File: src/rtl/mips_pkg.sv
// Shared definitions for the instruction-side pipeline blocks.
package mips_pkg;

    localparam int unsigned ADDR_W = 8;
    localparam int unsigned OP_W   = 2;

    localparam logic [OP_W-1:0] OP_JUMP = 2'b11;

    typedef enum logic [1:0] {
        RUN    = 2'd0,
        BUBBLE = 2'd1,
        HALT   = 2'd2
    } seq_state_e;

endpackage

File: src/rtl/pc_sequencer.sv
// Program counter sequencer: PC+1 / jump redirect with stall, one-cycle post-jump bubble,
// and halt once the PC leaves the loaded program.
module pc_sequencer
    import mips_pkg::OP_W, mips_pkg::OP_JUMP;
    import mips_pkg::seq_state_e, mips_pkg::RUN, mips_pkg::BUBBLE, mips_pkg::HALT;
#(
    parameter int unsigned          ADDR_W    = mips_pkg::ADDR_W,
    parameter logic [ADDR_W-1:0]    RESET_PC  = '0,
    parameter logic [ADDR_W-1:0]    PROG_LAST = ADDR_W'(5),
    parameter int unsigned          CNT_W     = 4
) (
    input  logic              clk,
    input  logic              reset_n,
    input  logic              stall,
    input  logic [OP_W-1:0]   opcode,
    input  logic [ADDR_W-1:0] jump_address,
    output logic [ADDR_W-1:0] instruction_address,
    output logic              fetch_valid,
    output logic              jump_taken,
    output logic              halted,
    output logic [CNT_W-1:0]  jump_count
);

    seq_state_e        state_q, state_d;
    logic [ADDR_W-1:0] pc_q, pc_d;
    logic              jump_taken_q, jump_taken_d;
    logic [CNT_W-1:0]  jump_count_q, jump_count_d;
    logic [ADDR_W-1:0] pc_inc;

    assign pc_inc = pc_q + ADDR_W'(1);

    always_comb begin
        state_d      = state_q;
        pc_d         = pc_q;
        jump_taken_d = 1'b0;
        jump_count_d = jump_count_q;

        case (state_q)
            RUN: begin
                if (!stall) begin
                    if (opcode == OP_JUMP) begin
                        pc_d = jump_address;
                        if (jump_count_q != '1) begin
                            jump_count_d = jump_count_q + CNT_W'(1);
                        end
                        // A jump out of the program is counted but goes straight to HALT,
                        // so no redirect pulse is raised while halted.
                        if (jump_address > PROG_LAST) begin
                            state_d = HALT;
                        end else begin
                            state_d      = BUBBLE;
                            jump_taken_d = 1'b1;
                        end
                    end else begin
                        pc_d    = pc_inc;
                        state_d = (pc_inc > PROG_LAST) ? HALT : RUN;
                    end
                end
            end
            BUBBLE: begin
                if (!stall) begin
                    state_d = RUN;
                end
            end
            HALT: begin
                state_d = HALT;
            end
            default: begin
                state_d = HALT;
            end
        endcase
    end

    always_ff @(posedge clk or negedge reset_n) begin
        if (!reset_n) begin
            state_q      <= RUN;
            pc_q         <= RESET_PC;
            jump_taken_q <= 1'b0;
            jump_count_q <= '0;
        end else begin
            state_q      <= state_d;
            pc_q         <= pc_d;
            jump_taken_q <= jump_taken_d;
            jump_count_q <= jump_count_d;
        end
    end

    assign instruction_address = pc_q;
    assign fetch_valid         = (state_q == RUN);
    assign halted              = (state_q == HALT);
    assign jump_taken          = jump_taken_q;
    assign jump_count          = jump_count_q;

endmodule

File: config.mk
export PLATFORM = sky130hd
export DESIGN_NAME = pc_sequencer
export DESIGN_NICKNAME = d
export VERILOG_FILES = /design/src/rtl/mips_pkg.sv /design/src/rtl/pc_sequencer.sv
export SDC_FILE = /design/constraint.sdc
export NUM_CORES = 1
export LEC_CHECK = 0
export ABC_AREA = 0
export CORE_MARGIN = 2
export CORE_UTILIZATION = 45
export DETAILED_ROUTE_END_ITERATION = 8
export PLACE_DENSITY = 0.78
export SYNTH_ARGS = -nofsm -noshare
export SYNTH_HDL_FRONTEND = slang
export SYNTH_SLANG_ARGS = --single-unit
export TNS_END_PERCENT = 20
File: constraint.sdc
create_clock -name clk -period 2 [get_ports clk]
set_input_delay 0.3 -clock clk [delete_from_list [all_inputs] [get_ports clk]]
set_output_delay 0.3 -clock clk [all_outputs]
set_load 0.05 [all_outputs]
**Yosys cells after proc, flatten, opt, wreduce, memory -nomap -nowiden**

Cells that the tools add are included.
W data, S select, Z words.

- Bits in registers: 15
- Input port bits: 13
- Logic and storage cells: 30

- Add/sub/neg operators: 2
- Magnitude comparators: 2
- Equality and inequality tests: 6
- Muxes and demuxes: 11
- Bitwise operators: 1
- Reduce and logical (&&, ||, !) cells: 4

Operators with widths:

| kind | count |
|---|---|
| $gt A8 B3 Y1 const B | 2 |
| $mux W2 | 5 |
| $add A8 B1 Y8 const B | 1 |
| $mux W8 | 1 |
| $add A4 B1 Y4 const B | 1 |
| $eq A2 B2 Y1 const B | 2 |
| $mux W1 | 4 |
| $ne A2 B2 Y1 const B | 2 |
| $ne A4 B4 Y1 const B | 1 |
| $pmux W2 S2 | 1 |
| $reduce_and A2 Y1 | 2 |
| $reduce_and A4 Y1 | 1 |
| $eq A2 B1 Y1 const B | 1 |
| $logic_not A2 Y1 | 1 |
| $not A1 Y1 | 1 |

**Logic depth before layout (Yosys ltp)**

- Depth after elaboration: 6
- Gate-level depth with buffers: 5
- Depth with buffers taken out: 5

**Worst setup path after synthesis**

Ideal clock, no wire load.

- Kind: flip-flop to flip-flop
- Start: reg pc_q[0], in the netlist instruction_address[0]
- End: reg state_q[1]
- Setup time: 134 ps
- Arrival: 1663 ps
- Data required time: 1866 ps
- Setup slack: 203 ps
- Cell stages (with the launch flop): 6
- Path buffers: 0
- Period minus slack after synthesis: 1797 ps
- Cells stage by stage: dfrtp_1 -> ha_1 -> nand2_1 -> o21a_1 -> nor4_1 -> a31oi_1

- Cells in the longest elaborated chain, start to end: 6

Ends and longest elaborated chain:

| element | RTL line | RTL |
|---|---|---|
| from (decl) | pc_sequencer.sv:25 | `logic [ADDR_W-1:0] pc_q, pc_d;` |
| from (signal assigned) | pc_sequencer.sv:82 | `pc_q <= pc_d;` |
| $add A8 B1 Y8 | pc_sequencer.sv:30 | `assign pc_inc = pc_q + ADDR_W'(1);` |
| $gt A8 B3 Y1 | pc_sequencer.sv:56 | `state_d = (pc_inc > PROG_LAST) ? HALT : RUN;` |
| $mux W2 | pc_sequencer.sv:56 |  |
| $mux W2 | pc_sequencer.sv:41 | `if (opcode == OP_JUMP) begin` |
| $mux W2 | pc_sequencer.sv:40 | `if (!stall) begin` |
| $pmux W2 S2 | pc_sequencer.sv:38 | `case (state_q)` |
| to (signal assigned) | pc_sequencer.sv:81 | `state_q <= state_d;` |
| to (decl) | pc_sequencer.sv:24 | `seq_state_e state_q, state_d;` |

No other way between the ends. The select of a mux whose other input is x is not followed.
A chain may end at the register's enable or synchronous reset.

**Worst setup path in the final report**

- Start: reg pc_q[2], in the netlist instruction_address[2]
- End: out instruction_address[2]

RTL lines:

| element | RTL line | RTL |
|---|---|---|
| to (decl) | pc_sequencer.sv:17 | `output logic [ADDR_W-1:0] instruction_address,` |

No word-level cell between the ends.

==> results.md <==
* Syn_nets at 115
* I/O Pins at 28
* Total negative setup slack at 0 ns
* CP Max Fanout at 7
* Library cells used by synthesis at 27
* IO buf count at 27
* Vias at 836
* Yosys top cell area share at 42.6%
* Layout cells sized above 1 at 9.30%
* Ys async rst share at 100%
* Gate power share at 58.7%
* GRT Max-Usage Layer: met2
* P_sw at 0.949 mW
* Root buffer cell: clkbuf_4
* Worst-path clk slew at 0.09 ns
* GPL Wtd Cong at 0.871
* Number of H-tree levels at 1
* Max-cap violations at 0
* Pre-Repair DR Iteration Count at 4
* Met1 Use GR at 25.8%
* CTS tree: yes
* CTS buffer count at 3
* Die area at 2330 um2
* Clock skew at 0.00801 ns
* Multiplexer share of the synthesized area at 2.41%
* M2 GR Usage at 32.4%
* Core area at 1900 um2
* Status: finished, final reports clean
* Post-synthesis sequential area ratio at 42.6%
* Clock sink count at 15
* Post-CTS setup buffer count at 0
* Initial antenna violation count at 0
* Setup crit end kind: output port
* Vias in the first global route at 743
* Simple-gate area share of the yosys netlist at 25.1%
* EDFF count, synth at 0
* Synthesized area per cell at 9.00 um2
* Total Wirelength at 2090 um
* Reg power frac at 31.8%
* Vias per cell at 5.36
* DP HPWL at 1550 um
* Top cells by count, synth: 15 x dfrtp_1, 14 x nand2_1, 9 x nor3_1
* Die width at 48.3 um
* Synth Area in Compound Gates at 15.6%
* Post-DR wirelength/cell at 13.4 um
* WHS at 0.432 ns
* P&R area growth vs syn at 38.7%
* CP Buf/Inv Count at 1
* Mapped cell area at 882 um2
* Final worst-path cycle share at 94.6%
* Num rows at 16
* Met3 Usage GRT at 4.44%
* Final setup fails at 0
* Main combinational cell family by area after synthesis: simple AND/OR/NAND/NOR gates
* Layout Nets at 147
* Least-Margin Pin Slew at 0.712 ns
* Largest net degree at the start of global routing at 16
* Synth Warn # at 0
* CP top delay family: buffers and inverters
* First-pass GRT wire length at 3170 um
* Global Route Usage Sum at 20.4%
* DRC at 0
* Pins Over Slew Limit at 0
* Iter 0 DRT Violations at 8
* CP required at 1.70 ns
* Final Critical Period at 1.89 ns
* Skew-Pair Late Insertion Delay at 0.29 ns
* Critical path origin: instruction_address[2]
* Pwr dens at 1500 nW/um2
* Cell count after synthesis at 98
* Pre-CTS worst setup slack at 0.0620 ns
* Leakage power at 0.503 nW
* Top-count cell post-synth: dfrtp_1
* Top_reg_cell synth: dfrtp_1
* Total gr overflow at 0
* Int Power at 0.890 mW
* RSZ-0062 raised after global routing: false
* Die span in y at 48.3 um
* CP Data Arrival Time at 1.59 ns
* R2r startpoint: state_q[1]
* Switching portion of total power at 51.6%
* Crit start category: flip-flop
* Initial core utilization at 46.4%
* Antenna diode count at 0
* Clk pwr share at 9.5%
* Critical Path Slowest Stage Cell: clkdlybuf4s50_1
* Crit Path Class: flip-flop to output port
* Post-layout util at 64.3%
* Relative slew margins at 52.4%
* Hold Violations, Final at 0
* Hold Path Class: input port to async pin
* Final setup margin at 0.107 ns
* Largest area contributor in the netlist: dfrtp_1
* Post-Synth XOR/XNOR Area at 5.96%
* Cell chain of the critical path: clkdlybuf4s50_1
* Largest cells by area after synthesis: dfrtp_1 43%, nand2_1 6.0%, ha_1 5.7%, nor3_1 5.1%, xnor2_1 5.0%
* Number of synthesized register bits at 15
* Worst-case clock buffer depth at 2
* DRT antenna net count at 0
* Max VDD drop at 0.893 mV
* Fmax at 528 MHz
* Post-synthesis adder-cell area fraction at 5.67%
* Crit-path max cell delay at 0.84 ns
==> timing repair <==
action / in CTS / in global routing
hold buffers: 0 / 0
setup endpoints to repair: 0 / 1
resized for setup: 0 / 1
==> registers in the layout (all words and copies together) (netlist names) <==
name,flops
jump_count,4
instruction_address,8
jump_taken,1
state_q,2
==> cell usage in the layout (no fill, tap or decap), types with 2 or more instances in the layout <==
cell type        count
a31oi_1              2
ha_1                 4
o31ai_1              2
nor2_1               6
nand2_1             14
o21ai_0              5
o21a_1               3
nand4_1              2
dfrtp_1             15
nor4_1               3
buf_4                6
a21oi_1              6
inv_1                2
xnor2_1              5
clkbuf_4             3
nand3_1              5
clkdlybuf4s50_1     24
nor2b_1              2
nor3_1               9
==> kinds of logic after synthesis <==
family,Yosys count
flip-flops,15
multiplexers,2
AND/OR/NAND/NOR,45
buffers and inverters,6
AO/OA/AOI/OAI,20
XOR/XNOR,6
adder cells (fa/ha/maj),4
==> worst paths after layout <==
check                                    endpoint  slack, ns  depth (start not counted)
setup / recovery           instruction_address[2]       0.11                          1
hold / removal             instruction_address[7]       0.43                          1
setup reg to reg                    jump_count[1]       0.32                          3
hold reg to reg                     jump_count[0]       0.54                          1
max in group asynchronous           jump_count[1]       1.11                          1
min in group clk                    jump_count[0]       0.54                          1
==> layer usage <==
layer	part of all wire, %	vias up
met5	0	-
met4	1.3	0
met3	5.4	4
met2	48	23
met1	46	399
li1	-	410
==> through the flow <==
| stage | power, mW | instances | area [um2] |
|---|---|---|---|
| after detailed placement | 1.67 | 152 | 1190 |
| after CTS | 1.85 | 156 | 1220 |
| after global routing | 1.97 | 156 | 1220 |
| after global placement | 1.65 | 152 | 1190 |
| final | 1.84 | 156 | 1220 |
| after floorplan | 1.32 | 98 | 882 |
==> cell type report <==
cell class,instances,area (um2)
Inverter,2,7.51
Tap cell,27,33.8
Clock buffer,4,26.3
Multi-Input combinational cell,77,483
Timing Repair Buffer,31,298
Fill cell,161,678
Sequential cell,15,375
==> power by group through the flow <==
stage / clock, mW / sequential (mW) / combinational [mW]
detailed placement: 0 / 0.591 / 1.08
CTS: 0.181 / 0.584 / 1.09
global route: 0.198 / 0.614 / 1.16
finish: 0.174 / 0.586 / 1.08
floorplan: 0 / 0.905 / 0.414
global placement: 0 / 0.582 / 1.07
Note: power is estimated with default switching activity, not from simulation.
